**src/rtl/dice_pkg.sv**
```systemverilog
// Shared dice definitions: face range, bus widths and roller FSM encodings.
// The sum width is also what the game controller uses for its sum input.
package dice_pkg;

    localparam int DIE_W   = 3;
    localparam int SUM_W   = 4;
    localparam int STATE_W = 2;

    localparam logic [DIE_W-1:0] DIE_MIN = 3'd1;
    localparam logic [DIE_W-1:0] DIE_MAX = 3'd6;

    localparam logic [STATE_W-1:0] IDLE    = 2'd0;
    localparam logic [STATE_W-1:0] ROLLING = 2'd1;
    localparam logic [STATE_W-1:0] SETTLED = 2'd2;

    function automatic logic [DIE_W-1:0] die_next(input logic [DIE_W-1:0] d);
        return (d == DIE_MAX) ? DIE_MIN : d + 1'b1;
    endfunction

endpackage

```
**src/rtl/btn_debounce.sv**
```systemverilog
// Synchronizes the raw roll button and filters bounces shorter than DEBOUNCE_CYCLES.
// Latency: a steady level reaches rb_o 2+DEBOUNCE_CYCLES edges after first being sampled.
// No backpressure: free-running level filter.
module btn_debounce #(
    parameter int DEBOUNCE_CYCLES = 4
) (
    input  logic clk,
    input  logic rst_n,
    input  logic btn_i,
    output logic rb_o
);

    localparam int CW = (DEBOUNCE_CYCLES < 2) ? 1 : $clog2(DEBOUNCE_CYCLES);
    localparam logic [CW-1:0] CNT_LAST = CW'(DEBOUNCE_CYCLES - 1);

    logic         btn_m;
    logic         btn_s;
    logic [CW-1:0] cnt;

    always_ff @(posedge clk or negedge rst_n) begin
        if (!rst_n) begin
            btn_m <= 1'b0;
            btn_s <= 1'b0;
        end else begin
            btn_m <= btn_i;
            btn_s <= btn_m;
        end
    end

    // A differing level must persist for DEBOUNCE_CYCLES consecutive cycles to be accepted.
    always_ff @(posedge clk or negedge rst_n) begin
        if (!rst_n) begin
            cnt  <= '0;
            rb_o <= 1'b0;
        end else if (btn_s == rb_o) begin
            cnt <= '0;
        end else if (cnt == CNT_LAST) begin
            cnt  <= '0;
            rb_o <= btn_s;
        end else begin
            cnt <= cnt + 1'b1;
        end
    end

endmodule

```
**src/rtl/dice_roller.sv**
```systemverilog
// Debounces the roll button and spins two cascaded 1..6 dice while roll_i is high.
// Latency: dice step each roll_i cycle; sum_o is combinational; sum_valid_o one cycle after roll_i falls.
// No backpressure: roll_i is a level request from the game controller.
module dice_roller
    import dice_pkg::*;
#(
    parameter int DEBOUNCE_CYCLES = 4,
    parameter int CNT_W           = 8
) (
    input  logic             clk,
    input  logic             rst_n,
    input  logic             btn_i,
    input  logic             roll_i,
    output logic             rb_o,
    output logic [DIE_W-1:0] die1_o,
    output logic [DIE_W-1:0] die2_o,
    output logic [SUM_W-1:0] sum_o,
    output logic             sum_valid_o,
    output logic [CNT_W-1:0] roll_count_o
);

    logic [STATE_W-1:0] state;

    btn_debounce #(
        .DEBOUNCE_CYCLES(DEBOUNCE_CYCLES)
    ) u_btn_debounce (
        .clk  (clk),
        .rst_n(rst_n),
        .btn_i(btn_i),
        .rb_o (rb_o)
    );

    // die2 only advances when die1 wraps, giving a 36-cycle joint period.
    always_ff @(posedge clk or negedge rst_n) begin
        if (!rst_n) begin
            die1_o <= DIE_MIN;
            die2_o <= DIE_MIN;
        end else if (roll_i) begin
            die1_o <= die_next(die1_o);
            if (die1_o == DIE_MAX) begin
                die2_o <= die_next(die2_o);
            end
        end
    end

    // Kept combinational so the controller sees the final sum in the cycle roll_i drops.
    assign sum_o = {1'b0, die1_o} + {1'b0, die2_o};

    always_ff @(posedge clk or negedge rst_n) begin
        if (!rst_n) begin
            state        <= IDLE;
            roll_count_o <= '0;
        end else begin
            case (state)
                IDLE:    if (roll_i) state <= ROLLING;
                ROLLING: begin
                    if (!roll_i) begin
                        state <= SETTLED;
                        if (roll_count_o != {CNT_W{1'b1}}) begin
                            roll_count_o <= roll_count_o + 1'b1;
                        end
                    end
                end
                SETTLED: if (roll_i) state <= ROLLING;
                default: state <= IDLE;
            endcase
        end
    end

    assign sum_valid_o = (state == SETTLED);

endmodule

```
**config.mk**
```make
export PLATFORM = sky130hd
export DESIGN_NAME = dice_roller
export DESIGN_NICKNAME = d
export VERILOG_FILES = /design/src/rtl/dice_pkg.sv /design/src/rtl/btn_debounce.sv /design/src/rtl/dice_roller.sv
export SDC_FILE = /design/constraint.sdc
export NUM_CORES = 1
export LEC_CHECK = 0
export BUFFER_PORTS_ARGS = -buffer_cell sky130_fd_sc_hd__buf_4
export CAP_MARGIN = 20
export CORE_MARGIN = 4
export CORE_UTILIZATION = 52
export CTS_CLUSTER_DIAMETER = 50
export DETAILED_ROUTE_END_ITERATION = 8
export PLACE_DENSITY = 0.78
export SETUP_SLACK_MARGIN = 0.02
export SLEW_MARGIN = 20
export SYNTH_ARGS = -nofsm -noshare
export SYNTH_HDL_FRONTEND = slang
export SYNTH_SLANG_ARGS = --single-unit
```
**constraint.sdc**
```tcl
create_clock -name clk -period 2 [get_ports clk]
set_input_delay 0 -clock clk [delete_from_list [all_inputs] [get_ports clk]]
set_output_delay 0 -clock clk [all_outputs]
set_load 0.01 [all_outputs]
```
* Word-level counts from Yosys, hierarchy flattened
Cells that the tools add are included.
** Storage, ports and cells
- Flip-flop bits (word level) :: 21
- Input port bits :: 4
- Output and inout bits :: 20
- Word-level logic and storage cells :: 37
** Operators by class
- Add/subtract/negate cells :: 5
- Eq/ne operators :: 9
- Muxes and demuxes :: 7
- Bitwise operators :: 2
- Reduce and logical (&&, ||, !) cells :: 6
** Operator list (count)
- 8-bit by 1-bit adder with 8-bit output (second input constant) :: 1
- 2-bit two-way mux :: 4
- 8-bit inequality test (second input constant) :: 1
- 3-bit by 1-bit adder with 3-bit output (second input constant) :: 2
- 3-bit == test (second input constant) :: 2
- 3-bit two-way mux :: 2
- 2-bit AND reduction :: 3
- 3-bit by 3-bit adder with 4-bit output :: 1
- 2-bit == test (second input constant) :: 2
- 2-bit case mux with 2 select lines :: 1
- 3-bit AND reduction :: 1
- 2-bit by 1-bit adder with 2-bit output (second input constant) :: 1
- 2-bit by 1-bit == test with 1-bit output (second input constant) :: 1
- 2-bit logical NOT :: 1
- 2-bit by 1-bit inequality test with 1-bit output (second input constant) :: 1
- 2-bit inequality test (second input constant) :: 1
- 1-bit NOT :: 2
- 2-bit OR reduction :: 1
- 1-bit == test :: 1

* Depth between registers and ports, before layout
- Word-level depth :: 4
- Depth in mapped cells :: 4
- Gate-level depth less buffers :: 4

* Cells and area by module
From an unflattened synthesis, not the netlist that was laid out.
** Second synthesis, totals
- Cells, all modules :: 91
- Area total of the unflattened synthesis :: 1048.5 sq um
** By module, submodules not included
- dice_roller :: instances 1, cells each 81, area each 874.6 sq um
- btn_debounce :: instances 1, cells each 10, area each 173.9 sq um

* Least setup slack after synthesis
Ideal clock, no wire load.
- Path kind :: register to register
- Start :: register roll_count_o[0]
- End :: register roll_count_o[1]
- Setup time :: 127 ps
- Arrival time :: 1334 ps
- Data required time :: 1873 ps
- Slack :: 539 ps
- Stages on the path, launching flop included :: 5
- Path buffers :: 0
- Cells stage by stage :: dfrtp_1 > ha_1 > nand4_1 > o21a_2 > mux2_1
** On the way
- Longest elaborated chain between the ends :: 2
** RTL lines
- start, declared :: line dice_roller.sv:19 : output logic [CNT_W-1:0] roll_count_o
- start signal, assigned :: line dice_roller.sv:60 : roll_count_o <= roll_count_o + 1'b1;
- branches (longest 2 deep; another with 8-bit by 1-bit adder with 8-bit output)
Parallel ways; which one is timed is not known.
A chain may end at the register's enable or synchronous reset.

* Final worst setup path
- Start :: register die1_o[0]
- End :: output sum_o[2]
** On the way
- Longest elaborated chain between the ends :: 1
** RTL lines
- start, declared :: line dice_roller.sv:15 : output logic [DIE_W-1:0] die1_o,
- start signal, assigned :: line dice_roller.sv:39 : die1_o <= die_next(die1_o);
- 3-bit by 3-bit adder with 4-bit output :: line dice_roller.sv:47 : assign sum_o = {1'b0, die1_o} + {1'b0, die2_o};
- end, declared :: line dice_roller.sv:17 : output logic [SUM_W-1:0] sum_o,
Every way passes these cells.

==> impl_metrics.yaml <==
synth:
  ys_seq_area_share_pct: 51.46
  synth_fp_nets: 99
  synth.largest_area_cell: "dfrtp_1"
  synth_top_area_share_pct: 46.34
  synthArstFlopShare_pct: 100.0
  yosys_most_used_dff: "dfrtp_1"
  synth_area_per_cell_um2: 11.53
  synth.distinct_cells: 32
  synth_cells: 89
  synth_edf_count: 0
  netlist_top_cells_count: "19 x dfrtp_1, 8 x o21ai_0, 7 x inv_1"
  yosysMostFrequentCell: "dfrtp_1"
  yosysWarnings: 0
  synth_area_leaders: "dfrtp_1 46%, ha_1 6.1%, dfstp_2 5.1%"
  ys_ff_latch: 21
  netlist_area_um2: 1026
setup_path:
  rr_startpoint: "roll_count_o[1]"
  required_ps: 2000
  rr_endpoint: "roll_count_o[1]"
  start_kind: "flip-flop"
  critical_path.endpoint: "sum_o[2]"
  worstPathMaxFanout: 7
  r2r_slack_ps: 490
  endpoint_kind: "output pin"
  critPathLaunch: "die1_o[0]"
  arrival_ps: 1780
  timing_worst_setup_path_type: "reg -> out"
  rr_worst_depth: 4
clock_tree:
  cts_buffers: 3
  tritoncts: "done"
  h-tree-depth: 1
  cts_buffer_depth: 2
  clk_latency_ps: 290
  cts_root_buf: "clkbuf_4"
  post_cts_resized: 0
  clkSlewWorstSetupHoldPaths_ps: 110
  cts_sinks: 21
timing:
  finalCriticalPeriod_ps: 1784
  rsz0062_at_grt: "false"
  setup_viol: 0
  fin_skew_ps: 7.862
  relSlewSlack_pct: 78.06
  tns_ps: 0
  fin_crit_sh_pct: 89.20
  max_clock_freq_mhz: 560.5
  worstMarginPinSlew_ps: 328.8
  drv_slew: 0
  finalHoldViolations: 0
placed_design:
  portBuffers: 23
  globalplace.congestion: 0.7413
  dpl.cell_count: 136
  dp_hpwl_um: 1341
  place_area_um2: 1219
run_status:
  status: "finished clean"
detailed_routing:
  drt-total-wl_um: 1761
  dr.pass1.iters: 3
  vias: 734
  ant_nets: 0
  drt_iter0_markers: 7
  drc: 0
  wl_per_cell_um: 12.31
  vias_per_cell: 5.133
die:
  ios: 24
  rows: 15
  die_y_um: 52.42
  die_area_um2: 2748
  die_x_um: 52.42
  start_util_pct: 56.94
  core-area_um2: 1802
global_route:
  track_usage_pct: 15.77
  first_global_vias: 738
  grt_pass1_wl_um: 3256
  grt_overflow: 0
  grt_max_degree: 22
  antenna_found_initial: 0
pwr:
  power_density_nw_per_um2: 1371
  irDropWorstVdd_v: 0.0007489
  p_leak_nw: 0.6374
final_layout:
  nNetsFinal: 129
  diodes: 0
  fin_area_um2: 1275
  layout.cells.non_filler: 143
  drive_gt1_share_pct: 27.97
  synthToLayoutAreaGrowth_pct: 24.27
hold_path:
  hold_path_class: "in -> async"
run:
  max-cap-violations: 0
final cells by class:
class | instances | area, um2
inverter | 7 | 26.28
multi-input combinational | 60 | 460.4
sequential | 21 | 528.0
timing repair buffer | 26 | 202.7
fill | 156 | 526.8
tap | 25 | 31.28
clock buffer | 4 | 26.28
state kept, by name (all words and copies together), names as in the netlist:
signal / count
die1_o: 3
die2_o: 3
roll_count_o: 8
state: 2
u_btn_debounce.btn_m: 1
u_btn_debounce.btn_s: 1
u_btn_debounce.cnt: 2
u_btn_debounce.rb_o: 1
routing by layer:
metal / vias to the layer above / routed length (um) / track usage [%]
li1: 368 / - / -
met1: 348 / 836 / 20.58
met2: 16 / 820 / 25.41
met3: 2 / 92 / 3.989
met4: 0 / 13 / 5.106
met5: - / 0 / 0
where the power goes:
part / total [mW] / switching (mW) / internal (mW)
clock network: 0.194 / 0.117 / 0.0774
registers: 0.757 / 0.181 / 0.576
logic: 0.797 / 0.357 / 0.440
total: 1.75 / 0.655 / 1.09
worst min-delay path by stage:
stage               start         endpoint  slack, ps
detailed placement  rst_n  roll_count_o[3]       -100
global route        rst_n  roll_count_o[6]        120
finish              rst_n         state[1]        110
floorplan           rst_n        die1_o[1]       -300
CTS                 rst_n  roll_count_o[6]        110
global placement    rst_n  roll_count_o[3]       -110
through the flow:
| stage | hold slack, ps | util (%) | power (mW) | worst slack [ps] |
|---|---|---|---|---|
| global route | 121.0 | 70.76 | 1.915 | 94.06 |
| detailed placement | -101.4 | 67.64 | 1.574 | 502.6 |
| finish | 112.7 | 70.76 | 1.748 | 216.0 |
| floorplan | -295.6 | - | 1.175 | 539.0 |
| CTS | 113.5 | 70.76 | 1.773 | 193.9 |
| global placement | -106.1 | 67.64 | 1.544 | 554.6 |
layout by cell type, fill, tap and decap left out, drive strengths merged:
cell         Yosys  layout
and3             3       3
nor3b            1       1
nand4b           1       1
a21oi            1       1
o21ai            8       8
o31ai            1       1
xnor2            5       5
nor3             1       1
inv              7       7
o21a             1       1
a21o             2       2
or2              1       1
nand3            4       4
dlygate4sd3      0       3
nor2             4       4
ha               5       5
a21boi           1       1
xor2             2       2
fa               1       1
nand2            5       5
mux2i            2       2
dfstp            2       2
buf              1      23
a31oi            1       1
mux2             4       4
dfrtp           19      19
o211ai           1       1
clkbuf           0       4
nor2b            2       2
and4             1       1
nand4            2       2
kinds of logic after synthesis:
| kind of cell | Yosys count | share of synthesized area [%] |
|---|---|---|
| multiplexers | 6 | 6.707 |
| buffers and inverters | 8 | 3.659 |
| AND/OR/NAND/NOR | 25 | 14.63 |
| adder cells (fa/ha/maj) | 6 | 8.049 |
| flip-flops | 21 | 51.46 |
| XOR/XNOR | 7 | 5.976 |
| AO/OA/AOI/OAI | 16 | 9.513 |
critical path, cell delays in order, from the launching register on:
cell	delay [ps]
dfstp_2	600
ha_1	180
inv_1	50
fa_1	380
xnor2_1	140
buf_4	140
repair_timing:
action / in CTS / in global routing
endpoints found under the hold margin: 24 / 0
endpoints found under the setup margin: 0 / 0
hold buffers: 3 / 0
setup buffers: 0 / 0
No activity file was read; power rests on OpenSTA's default activity.
